### src/rtl/vga_timing_pkg.sv
// Shared constants and types for the VGA raster generator.
//   - default 640x480@60 horizontal/vertical timing and pixel divider
//   - derived line/frame totals and sync window bounds
//   - cnt_t: 10-bit raster coordinate type used by all layer sources
package vga_timing_pkg;

    localparam int unsigned CNT_W = 10;

    typedef logic [CNT_W-1:0] cnt_t;

    localparam int unsigned H_ACTIVE_DEF = 640;
    localparam int unsigned H_FP_DEF     = 16;
    localparam int unsigned H_SYNC_DEF   = 96;
    localparam int unsigned H_BP_DEF     = 48;

    localparam int unsigned V_ACTIVE_DEF = 480;
    localparam int unsigned V_FP_DEF     = 10;
    localparam int unsigned V_SYNC_DEF   = 2;
    localparam int unsigned V_BP_DEF     = 33;

    localparam int unsigned PIX_DIV_DEF  = 4;

    localparam int unsigned H_TOTAL_DEF = H_ACTIVE_DEF + H_FP_DEF + H_SYNC_DEF + H_BP_DEF;
    localparam int unsigned V_TOTAL_DEF = V_ACTIVE_DEF + V_FP_DEF + V_SYNC_DEF + V_BP_DEF;

    localparam int unsigned H_SYNC_START_DEF = H_ACTIVE_DEF + H_FP_DEF;
    localparam int unsigned H_SYNC_END_DEF   = H_SYNC_START_DEF + H_SYNC_DEF;
    localparam int unsigned V_SYNC_START_DEF = V_ACTIVE_DEF + V_FP_DEF;
    localparam int unsigned V_SYNC_END_DEF   = V_SYNC_START_DEF + V_SYNC_DEF;

    // Half-open window test done at 32 bits so a window ending at 1024 still decodes.
    function automatic logic in_span(cnt_t v, int unsigned lo, int unsigned hi);
        return (32'(v) >= lo) && (32'(v) < hi);
    endfunction

endpackage

### src/rtl/vga_timing_if.sv
// Raster bus from the timing generator to the renderer and layer sources.
//   pix_tick     1-clk pulse at the end of each pixel period
//   h_cnt/v_cnt  current pixel column / line
//   valid        pixel lies in the visible area
//   hsync/vsync  sync outputs, already at the configured polarity
//   line_start   1-clk pulse in the first clk of each line
//   frame_start  1-clk pulse in the first clk of each frame
// master: the timing generator; slave: any consumer.
interface vga_timing_if;
    import vga_timing_pkg::*;

    logic pix_tick;
    cnt_t h_cnt;
    cnt_t v_cnt;
    logic valid;
    logic hsync;
    logic vsync;
    logic line_start;
    logic frame_start;

    modport master (
        output pix_tick, h_cnt, v_cnt, valid, hsync, vsync, line_start, frame_start
    );

    modport slave (
        input pix_tick, h_cnt, v_cnt, valid, hsync, vsync, line_start, frame_start
    );

endinterface

### src/rtl/vga_axis_counter.sv
// One raster axis: a wrap counter over COUNT_ACTIVE+FP+SYNC+BP positions.
//   clk, rst_n    clock, async active-low reset (counter resets to its last position)
//   inc           advance by one this clk
//   cnt           current position
//   wrap_out      inc while at the last position (counter returns to 0 next)
//   active_next   next position lies in the active region
//   sync_next     next position lies in the sync window (polarity-free)
module vga_axis_counter
    import vga_timing_pkg::*;
#(
    parameter int unsigned COUNT_ACTIVE = H_ACTIVE_DEF,
    parameter int unsigned FP           = H_FP_DEF,
    parameter int unsigned SYNC         = H_SYNC_DEF,
    parameter int unsigned BP           = H_BP_DEF
) (
    input  logic clk,
    input  logic rst_n,
    input  logic inc,
    output cnt_t cnt,
    output logic wrap_out,
    output logic active_next,
    output logic sync_next
);

    localparam int unsigned TOTAL      = COUNT_ACTIVE + FP + SYNC + BP;
    localparam cnt_t        LAST       = cnt_t'(TOTAL - 1);
    localparam int unsigned SYNC_START = COUNT_ACTIVE + FP;
    localparam int unsigned SYNC_END   = SYNC_START + SYNC;

    cnt_t cnt_q;
    cnt_t cnt_d;

    always_comb begin
        wrap_out = inc && (cnt_q == LAST);
        if (wrap_out) begin
            cnt_d = '0;
        end else if (inc) begin
            cnt_d = cnt_q + cnt_t'(1);
        end else begin
            cnt_d = cnt_q;
        end
        // Decoded from the next value so the registered flags line up with cnt.
        active_next = 32'(cnt_d) < COUNT_ACTIVE;
        sync_next   = in_span(cnt_d, SYNC_START, SYNC_END);
    end

    // Resetting to the last position makes the first advance land on 0.
    always_ff @(posedge clk or negedge rst_n) begin
        if (!rst_n) begin
            cnt_q <= LAST;
        end else begin
            cnt_q <= cnt_d;
        end
    end

    assign cnt = cnt_q;

endmodule

### src/rtl/vga_timing_gen.sv
// VGA raster timing generator (default 640x480@60 from a 100 MHz clock).
//   clk     system clock
//   rst_n   async active-low reset
//   vga     raster bus (master): pix_tick, h_cnt, v_cnt, valid, hsync, vsync,
//           line_start, frame_start
// Holds the pixel divider, sync polarity and the line/frame strobe registers; the
// two axis counters are chained so the vertical stage advances on the horizontal wrap.
module vga_timing_gen
    import vga_timing_pkg::*;
#(
    parameter int unsigned H_ACTIVE = H_ACTIVE_DEF,
    parameter int unsigned H_FP     = H_FP_DEF,
    parameter int unsigned H_SYNC   = H_SYNC_DEF,
    parameter int unsigned H_BP     = H_BP_DEF,
    parameter int unsigned V_ACTIVE = V_ACTIVE_DEF,
    parameter int unsigned V_FP     = V_FP_DEF,
    parameter int unsigned V_SYNC   = V_SYNC_DEF,
    parameter int unsigned V_BP     = V_BP_DEF,
    parameter int unsigned PIX_DIV  = PIX_DIV_DEF,
    parameter bit          SYNC_POL = 1'b0
) (
    input logic         clk,
    input logic         rst_n,
    vga_timing_if.master vga
);

    localparam int unsigned DIV_W = (PIX_DIV > 1) ? $clog2(PIX_DIV) : 1;
    typedef logic [DIV_W-1:0] div_t;
    localparam div_t DIV_LAST = div_t'(PIX_DIV - 1);

    div_t div_q;
    div_t div_d;
    logic pix_tick;

    cnt_t h_cnt;
    cnt_t v_cnt;
    logic h_wrap;
    logic v_wrap;
    logic h_active_next;
    logic v_active_next;
    logic h_sync_next;
    logic v_sync_next;

    logic valid_q;
    logic valid_d;
    logic hsync_q;
    logic hsync_d;
    logic vsync_q;
    logic vsync_d;
    logic line_start_q;
    logic frame_start_q;

    always_comb begin
        // Gated by rst_n so a PIX_DIV=1 build reports no tick while held in reset.
        pix_tick = rst_n && (div_q == DIV_LAST);
        div_d    = pix_tick ? '0 : div_q + div_t'(1);
    end

    always_ff @(posedge clk or negedge rst_n) begin
        if (!rst_n) begin
            div_q <= '0;
        end else begin
            div_q <= div_d;
        end
    end

    vga_axis_counter #(
        .COUNT_ACTIVE (H_ACTIVE),
        .FP           (H_FP),
        .SYNC         (H_SYNC),
        .BP           (H_BP)
    ) u_h_axis (
        .clk         (clk),
        .rst_n       (rst_n),
        .inc         (pix_tick),
        .cnt         (h_cnt),
        .wrap_out    (h_wrap),
        .active_next (h_active_next),
        .sync_next   (h_sync_next)
    );

    vga_axis_counter #(
        .COUNT_ACTIVE (V_ACTIVE),
        .FP           (V_FP),
        .SYNC         (V_SYNC),
        .BP           (V_BP)
    ) u_v_axis (
        .clk         (clk),
        .rst_n       (rst_n),
        .inc         (h_wrap),
        .cnt         (v_cnt),
        .wrap_out    (v_wrap),
        .active_next (v_active_next),
        .sync_next   (v_sync_next)
    );

    always_comb begin
        valid_d = h_active_next && v_active_next;
        hsync_d = h_sync_next ? SYNC_POL : ~SYNC_POL;
        vsync_d = v_sync_next ? SYNC_POL : ~SYNC_POL;
    end

    // Strobes capture the wrap itself, so they are high in the first clk at h_cnt==0.
    // v_wrap already implies h_wrap, so frame_start coincides with a line_start.
    always_ff @(posedge clk or negedge rst_n) begin
        if (!rst_n) begin
            valid_q       <= 1'b0;
            hsync_q       <= ~SYNC_POL;
            vsync_q       <= ~SYNC_POL;
            line_start_q  <= 1'b0;
            frame_start_q <= 1'b0;
        end else begin
            valid_q       <= valid_d;
            hsync_q       <= hsync_d;
            vsync_q       <= vsync_d;
            line_start_q  <= h_wrap;
            frame_start_q <= v_wrap;
        end
    end

    assign vga.pix_tick    = pix_tick;
    assign vga.h_cnt       = h_cnt;
    assign vga.v_cnt       = v_cnt;
    assign vga.valid       = valid_q;
    assign vga.hsync       = hsync_q;
    assign vga.vsync       = vsync_q;
    assign vga.line_start  = line_start_q;
    assign vga.frame_start = frame_start_q;

endmodule

### src/flat_wrapper.sv
// flat-port wrapper written by rule: the top's interface ports become plain ports
module vga_timing_gen_flat import vga_timing_pkg::*;
#(
    parameter int unsigned H_ACTIVE = H_ACTIVE_DEF,
    parameter int unsigned H_FP     = H_FP_DEF,
    parameter int unsigned H_SYNC   = H_SYNC_DEF,
    parameter int unsigned H_BP     = H_BP_DEF,
    parameter int unsigned V_ACTIVE = V_ACTIVE_DEF,
    parameter int unsigned V_FP     = V_FP_DEF,
    parameter int unsigned V_SYNC   = V_SYNC_DEF,
    parameter int unsigned V_BP     = V_BP_DEF,
    parameter int unsigned PIX_DIV  = PIX_DIV_DEF,
    parameter bit          SYNC_POL = 1'b0
)
  (clk, rst_n, vga_pix_tick, vga_h_cnt, vga_v_cnt, vga_valid, vga_hsync, vga_vsync, vga_line_start, vga_frame_start);
  vga_timing_if vga_i ();
  input logic clk;
  input logic rst_n;
  output wire logic [$bits(vga_i.pix_tick)-1:0] vga_pix_tick;
  output wire logic [$bits(vga_i.h_cnt)-1:0] vga_h_cnt;
  output wire logic [$bits(vga_i.v_cnt)-1:0] vga_v_cnt;
  output wire logic [$bits(vga_i.valid)-1:0] vga_valid;
  output wire logic [$bits(vga_i.hsync)-1:0] vga_hsync;
  output wire logic [$bits(vga_i.vsync)-1:0] vga_vsync;
  output wire logic [$bits(vga_i.line_start)-1:0] vga_line_start;
  output wire logic [$bits(vga_i.frame_start)-1:0] vga_frame_start;
  assign vga_pix_tick = vga_i.pix_tick;
  assign vga_h_cnt = vga_i.h_cnt;
  assign vga_v_cnt = vga_i.v_cnt;
  assign vga_valid = vga_i.valid;
  assign vga_hsync = vga_i.hsync;
  assign vga_vsync = vga_i.vsync;
  assign vga_line_start = vga_i.line_start;
  assign vga_frame_start = vga_i.frame_start;
  vga_timing_gen #(.H_ACTIVE(H_ACTIVE), .H_FP(H_FP), .H_SYNC(H_SYNC), .H_BP(H_BP), .V_ACTIVE(V_ACTIVE), .V_FP(V_FP), .V_SYNC(V_SYNC), .V_BP(V_BP), .PIX_DIV(PIX_DIV), .SYNC_POL(SYNC_POL)) u_core (.clk(clk), .rst_n(rst_n), .vga(vga_i));
endmodule
### config.mk
export PLATFORM = sky130hd
export DESIGN_NAME = vga_timing_gen_flat
export DESIGN_NICKNAME = d
export VERILOG_FILES = /design/src/rtl/vga_timing_pkg.sv /design/src/rtl/vga_timing_if.sv /design/src/rtl/vga_axis_counter.sv /design/src/rtl/vga_timing_gen.sv /design/src/flat_wrapper.sv
export SDC_FILE = /design/constraint.sdc
export NUM_CORES = 1
export LEC_CHECK = 0
export ABC_CLOCK_PERIOD_IN_PS = 2600
export CAP_MARGIN = 20
export CORE_UTILIZATION = 45
export CTS_BUF_LIST = sky130_fd_sc_hd__clkbuf_2 sky130_fd_sc_hd__clkbuf_4 sky130_fd_sc_hd__clkbuf_8
export DETAILED_ROUTE_END_ITERATION = 8
export HOLD_SLACK_MARGIN = 0.15
export PLACE_DENSITY = 0.85
export SLEW_MARGIN = 20
export SYNTH_ARGS = -nofsm -noshare
export SYNTH_HDL_FRONTEND = slang
export SYNTH_HIERARCHICAL = 1
export SYNTH_SLANG_ARGS = --single-unit
### constraint.sdc
create_clock -name clk -period 2.6 [get_ports clk]
set_clock_uncertainty 0.1 [all_clocks]
set_input_delay 0.52 -clock clk [delete_from_list [all_inputs] [get_ports clk]]
set_output_delay 0.52 -clock clk [all_outputs]
set_load 0.01 [all_outputs]
[Word-level counts from Yosys, hierarchy flattened]
Index checks and enable logic that the tools add are counted.
Word-level totals
  input bits: 2
  word-level logic and storage cells: 33
  bits in registers: 27
  output and inout port bits: 26
Operators by class
  equality and inequality tests: 3
  $lt $le $gt $ge: 6
  add/subtract/negate cells: 3
  reduce and logical (&&, ||, !) cells: 6
  muxes and demuxes: 7
Operator list (number)
  $mux W10: 4
  $add A10 B1 Y10 const B: 2
  $eq A10 B10 Y1 const B: 2
  $lt A10 B10 Y1 const B: 2
  $lt A10 B9 Y1 const B: 2
  $ge A10 B10 Y1 const B: 1
  $ge A10 B9 Y1 const B: 1
  $logic_and A1 B1 Y1: 6
  $add A2 B1 Y2 const B: 1
  $eq A2 B2 Y1 const B: 1
  $mux W1: 2
  $mux W2: 1

[Depth between registers and ports, before layout]
  depth after elaboration: 8
  mapped depth: 12
  gate-level depth less buffers: 11

[Cells and area by module]
The synthesis kept the hierarchy.
Modules (own cells, without submodules)
  vga_axis_counter at u_core.u_v_axis: instances 1, cells each 75, area each 698.2 µm²
  vga_axis_counter at u_core.u_h_axis: instances 1, cells each 62, area each 599.3 µm²
  vga_timing_gen: instances 1, cells each 13, area each 215.2 µm²

[Least setup slack after synthesis]
OpenSTA, ideal clock, no wires.
  path kind: input port to flip-flop
  start point: in rst_n
  end point: reg u_core.vsync_q, in the netlist u_core/vga.vsync
  buffers on the path: 1
  stages: 11
  arrival time: 2.631 ns
  slack: -0.214 ns
  data required time: 2.418 ns
  path through: and2_1 and4_2 nand2_1 nor2_4 buf_2 nand4_1 nor3_2 nand4_1 xnor2_1 nor4bb_1 inv_1
On the way
  longest elaborated chain between the ends: 7
  elaborated cells on any way between the ends: 9
Ends and longest elaborated chain
  from (decl): RTL line flat_wrapper.sv:18  | input logic rst_n;
  $logic_and A1 B1 Y1 *: RTL line vga_timing_gen.sv:55  | pix_tick = rst_n && (div_q == DIV_LAST);
  $logic_and A1 B1 Y1 *: RTL line vga_axis_counter.sv:34  | wrap_out = inc && (cnt_q == LAST);
  via u_core.h_wrap: RTL line vga_timing_gen.sv:37  | logic h_wrap;
  $mux W10 or $logic_and A1 B1 Y1 (tied branches): RTL line vga_axis_counter.sv:37, vga_axis_counter.sv:34
  $mux W10 *: RTL line vga_axis_counter.sv:35  | if (wrap_out) begin
  $ge A10 B9 Y1 or $lt A10 B9 Y1 (tied branches): RTL line vga_timing_pkg.sv:33  | return (32'(v) >= lo) && (32'(v) < hi);
  $logic_and A1 B1 Y1 *: RTL line vga_timing_pkg.sv:33
  via u_core.v_sync_next: RTL line vga_timing_gen.sv:42  | logic v_sync_next;
  $mux W1 *: RTL line vga_timing_gen.sv:100  | vsync_d = v_sync_next ? SYNC_POL : ~SYNC_POL;
  via u_core.vsync_d: RTL line vga_timing_gen.sv:49  | logic vsync_d;
  to (signal assigned): RTL line vga_timing_gen.sv:109  | vsync_q <= ~SYNC_POL;
  to (signal assigned): RTL line vga_timing_gen.sv:115  | vsync_q <= vsync_d;
  to (decl): RTL line vga_timing_gen.sv:48  | logic vsync_q;
The timed path passes the listed nets; every way through them passes the cells marked *.

[Worst setup path after layout]
  start point: reg u_core.div_q[0]
  end point: reg u_core.valid_q, in the netlist u_core/vga.valid
On the way
  longest elaborated chain between the ends: 7
  elaborated cells on any way between the ends: 11
Ends and longest elaborated chain
  from (decl): RTL line vga_timing_gen.sv:31  | div_t div_q;
  from (signal assigned): RTL line vga_timing_gen.sv:63  | div_q <= div_d;
  $eq A2 B2 Y1 *: RTL line vga_timing_gen.sv:55
  $logic_and A1 B1 Y1 *: RTL line vga_timing_gen.sv:55
  $logic_and A1 B1 Y1 *: RTL line vga_axis_counter.sv:34
  via u_core.h_wrap: RTL line vga_timing_gen.sv:37
  $mux W10 or $logic_and A1 B1 Y1 (tied branches): RTL line vga_axis_counter.sv:37, vga_axis_counter.sv:34
  $mux W10 *: RTL line vga_axis_counter.sv:35
  via u_core.u_v_axis.cnt_d[9]: RTL line vga_axis_counter.sv:31  | cnt_t cnt_d;
  $lt A10 B9 Y1 *: RTL line vga_axis_counter.sv:43  | active_next = 32'(cnt_d) < COUNT_ACTIVE;
  via u_core.v_active_next: RTL line vga_timing_gen.sv:40  | logic v_active_next;
  $logic_and A1 B1 Y1 *: RTL line vga_timing_gen.sv:98  | valid_d = h_active_next && v_active_next;
  via u_core.valid_d: RTL line vga_timing_gen.sv:45  | logic valid_d;
  to (signal assigned): RTL line vga_timing_gen.sv:113  | valid_q <= valid_d;
  to (decl): RTL line vga_timing_gen.sv:44  | logic valid_q;
Marks and branches as above.

==> reports/summary.txt <==
maximum VDD drop = 0.0002837 V
largest family of logic cells by synthesized area = simple AND/OR/NAND/NOR gates
Post-Synth XOR/XNOR Area = 0.09264
max_cap viols = 0
Syn Inst Count = 150
Pwr Total = 1.012 mW
Worst slew margin = 0.7706
delay of the slowest critical-path stage = 0.37 ns
Antenna diodes = 0
Yosys Warn Count = 6
proportion of synthesized area in mux cells = 0.02647
layout cells sized above 1 = 0.2980
gp weighted congestion = 0.9193
clk_lat worst skew = 0.31 ns
Int Pwr = 0.7143 mW
failing checks = negative setup slack
top cells by area, synth = dfrtp_1 25%, dfstp_2 21%, xnor2_1 6.4%
Hold WC Path Type = in -> async
adder-cell area share of the yosys netlist = 0.03309
largest net degree at the start of global routing = 29
status = finished with violations
simple-gate portion of the synthesized area = 0.2821
total net switching power = 0.2980 mW
Compound-Gate Fraction of Synth Area = 0.07444
CTS Buf Count = 3
Port-buffer cells = 27
critical path class = reg -> reg
wire per inst = 14.95 um
Most common cell on crit path = nand4_1
DP HPWL = 2.536 mm
Crit Path Max Fanout = 4
top cells by instance count after synthesis = 17 x nand2_1, 15 x dfrtp_1, 14 x nor2_1, 12 x dfstp_2, 11 x xnor2_1
clock slew seen by the registers of the worst setup and hold paths = 0.14 ns
combinational share of power = 0.283
crit end category = flop
Avg Inst Size Synth = 10.08 um^2
Synth Flop Type = dfrtp_1
Sw Share = 0.2944
Nets = 205
DRC = 0
RSZ-0062 raised after global routing = yes
Ports = 28
clock power share = 0.181
cell with the most instances after synthesis = nand2_1
top cell type's share of synthesized area = 0.2481
clk buf depth = 2
max-slew violations = 0
CP max stage cell = dfrtp_1
syn nets = 156
die height = 59.98 um
Leak = 0.8385 nW
TritonCTS clock tree = done
post-synthesis sequential area ratio = 0.4566
fin worst setup slack = -0.01976 ns
Worst EP arrival = 2.74 ns
fmax = 0.3817 GHz
total core area = 0.003128 mm^2
pre-CTS WS = -0.5586 ns
vias per inst = 5.397
Post-synth EDFFs = 0
Total Wirelength = 3.618 mm
GRT overflow = 0
DRT Pass-1 Iters = 6
Total GRT Usage = 0.2230
post-route ant nets = 0
worst path cell trace = ha_1, and2_4, and4_4, nand2_4, nor2_4, nand4_1, nor3_4, nand4_1, buf_4, mux2i_2, nor2b_1, and2_1
CP Data Required Time = 2.72 ns
Starting DRT DRC Count = 69
Die Footprint = 0.003598 mm^2
Final period util = 1.008
Pwr Density = 488.3 mW/mm^2
floorplan die width = 59.98 um
setup violators final = 2
clk sinks = 27
row count = 20
Post-Synthesis Cell Area = 0.001513 mm^2
CTS root buffer = clkbuf_4
vias post-DR = 1306
Period minus WS final = 2.620 ns
Synth cell types = 46
Yosys reg bits = 27
Flop pwr share = 0.536
startpoint types = flop
final hold vios = 0
initial antenna violation count = 0
H-Tree Depth = 1
vias in the first global route = 1300
Least-Margin Pin Slew = 0.3441 ns
first-pass GRT wire length = 5.892 mm
initial core utilization = 0.4836
biggest area consumer among synthesized cells = dfrtp_1
P&R area growth vs syn = 37.06%
FFs w/ async S/R, synth = 1.000
## power groups by stage
stage / Sequential (mW) / Clock, mW / Combinational [mW]
6_report: 0.542 / 0.183 / 0.287
5_1_grt: 0.551 / 0.208 / 0.317
4_1_cts: 0.540 / 0.194 / 0.273
2_1_floorplan: 0.566 / 0 / 0.104
3_5_place_dp: 0.561 / 0 / 0.227
3_3_place_gp: 0.557 / 0 / 0.219
## cell families after synthesis
family,Yosys count
adder cells (fa/ha/maj),4
AO/OA/AOI/OAI,19
AND/OR/NAND/NOR,69
buffers and inverters,11
multiplexers,4
flip-flops,27
XOR/XNOR,16
## area by class of cell
class	instances	area, um^2
multi-input cells	112	844.6
flip-flops and latches	27	690.7
repair buffers	48	426.7
fillers	253	1055
clock buffers	4	30.03
well taps	44	55.05
inverters	7	26.28
## critical path, delay by kind of cell, from the launching register on
| kind | cells | cell delay, ns |
|---|---|---|
| buf+inv | 1 | 0.19 |
| flops | 1 | 0.37 |
| simple gates | 9 | 1.48 |
| mux | 1 | 0.20 |
| fa+ha+maj | 1 | 0.18 |
## state kept, by name, summed over array words and instances (netlist names)
register                flops
u_core/u_v_axis/cnt        10
u_core/div_q                2
u_core/vga.vsync            1
u_core/vga.frame_start      1
u_core/vga.hsync            1
u_core/u_h_axis/cnt        10
u_core/vga.line_start       1
u_core/vga.valid            1
## cells in the final DEF (no fill, tap or decap), types with 2 or more instances in the layout
master / count
inv_1: 7
xnor2_1: 11
nor2_1: 14
mux2i_1: 3
nor3_4: 2
a21oi_1: 7
a31oi_1: 3
nand3_1: 3
ha_1: 3
nand2_1: 16
and3_1: 2
clkdlybuf4s50_1: 26
dfstp_2: 12
nand3b_1: 2
xor2_1: 5
buf_4: 21
or2_2: 2
nor2_2: 2
clkbuf_4: 4
dfrtp_1: 15
o21ai_0: 4
nand4_1: 4
## final timing paths
check	startpoint	endpoint	slack (ns)	cells after the start
min reg2reg	u_core/div_q[0]	u_core/div_q[0]	0.34	1
min in group clk	u_core/div_q[0]	u_core/div_q[0]	0.34	1
min	rst_n	u_core/u_h_axis/cnt[6]	0.25	2
max	u_core/div_q[0]	u_core/vga.valid	-0.02	12
max reg2reg	u_core/div_q[0]	u_core/vga.valid	-0.02	12
max in group asynchronous	rst_n	u_core/u_v_axis/cnt[2]	1.84	2
## per-layer routing
layer  vias up  wire, um  GRT usage
met2        51      1879     0.4143
met1       628      1560     0.2587
met5         -         0          0
li1        621         -          -
met3         6       147    0.03463
met4         0        31    0.07309
## stage by stage
step / setup TNS (ns) / util / instance area (um^2) / hold slack [ns] / instances
after global routing: -0.2824 / 0.6628 / 2073 / 0.2532 / 242
after detailed placement: -1.487 / 0.6156 / 1926 / 0.3305 / 230
after global placement: -0.7518 / 0.6156 / 1926 / 0.3165 / 230
after CTS: 0 / 0.6420 / 2008 / 0.2434 / 240
final: -0.03776 / 0.6628 / 2073 / 0.2547 / 242
after floorplan: 0 / - / 1535 / 0.1244 / 150
## what timing repair did
action | in CTS | in global routing
setup endpoints to repair | 2 | 2
hold buffers | 0 | 0
pin swaps | 7 | 6
buffers inserted | 6 | 2
gates resized for setup | 3 | 8
Power figures use the tool's default switching activity.
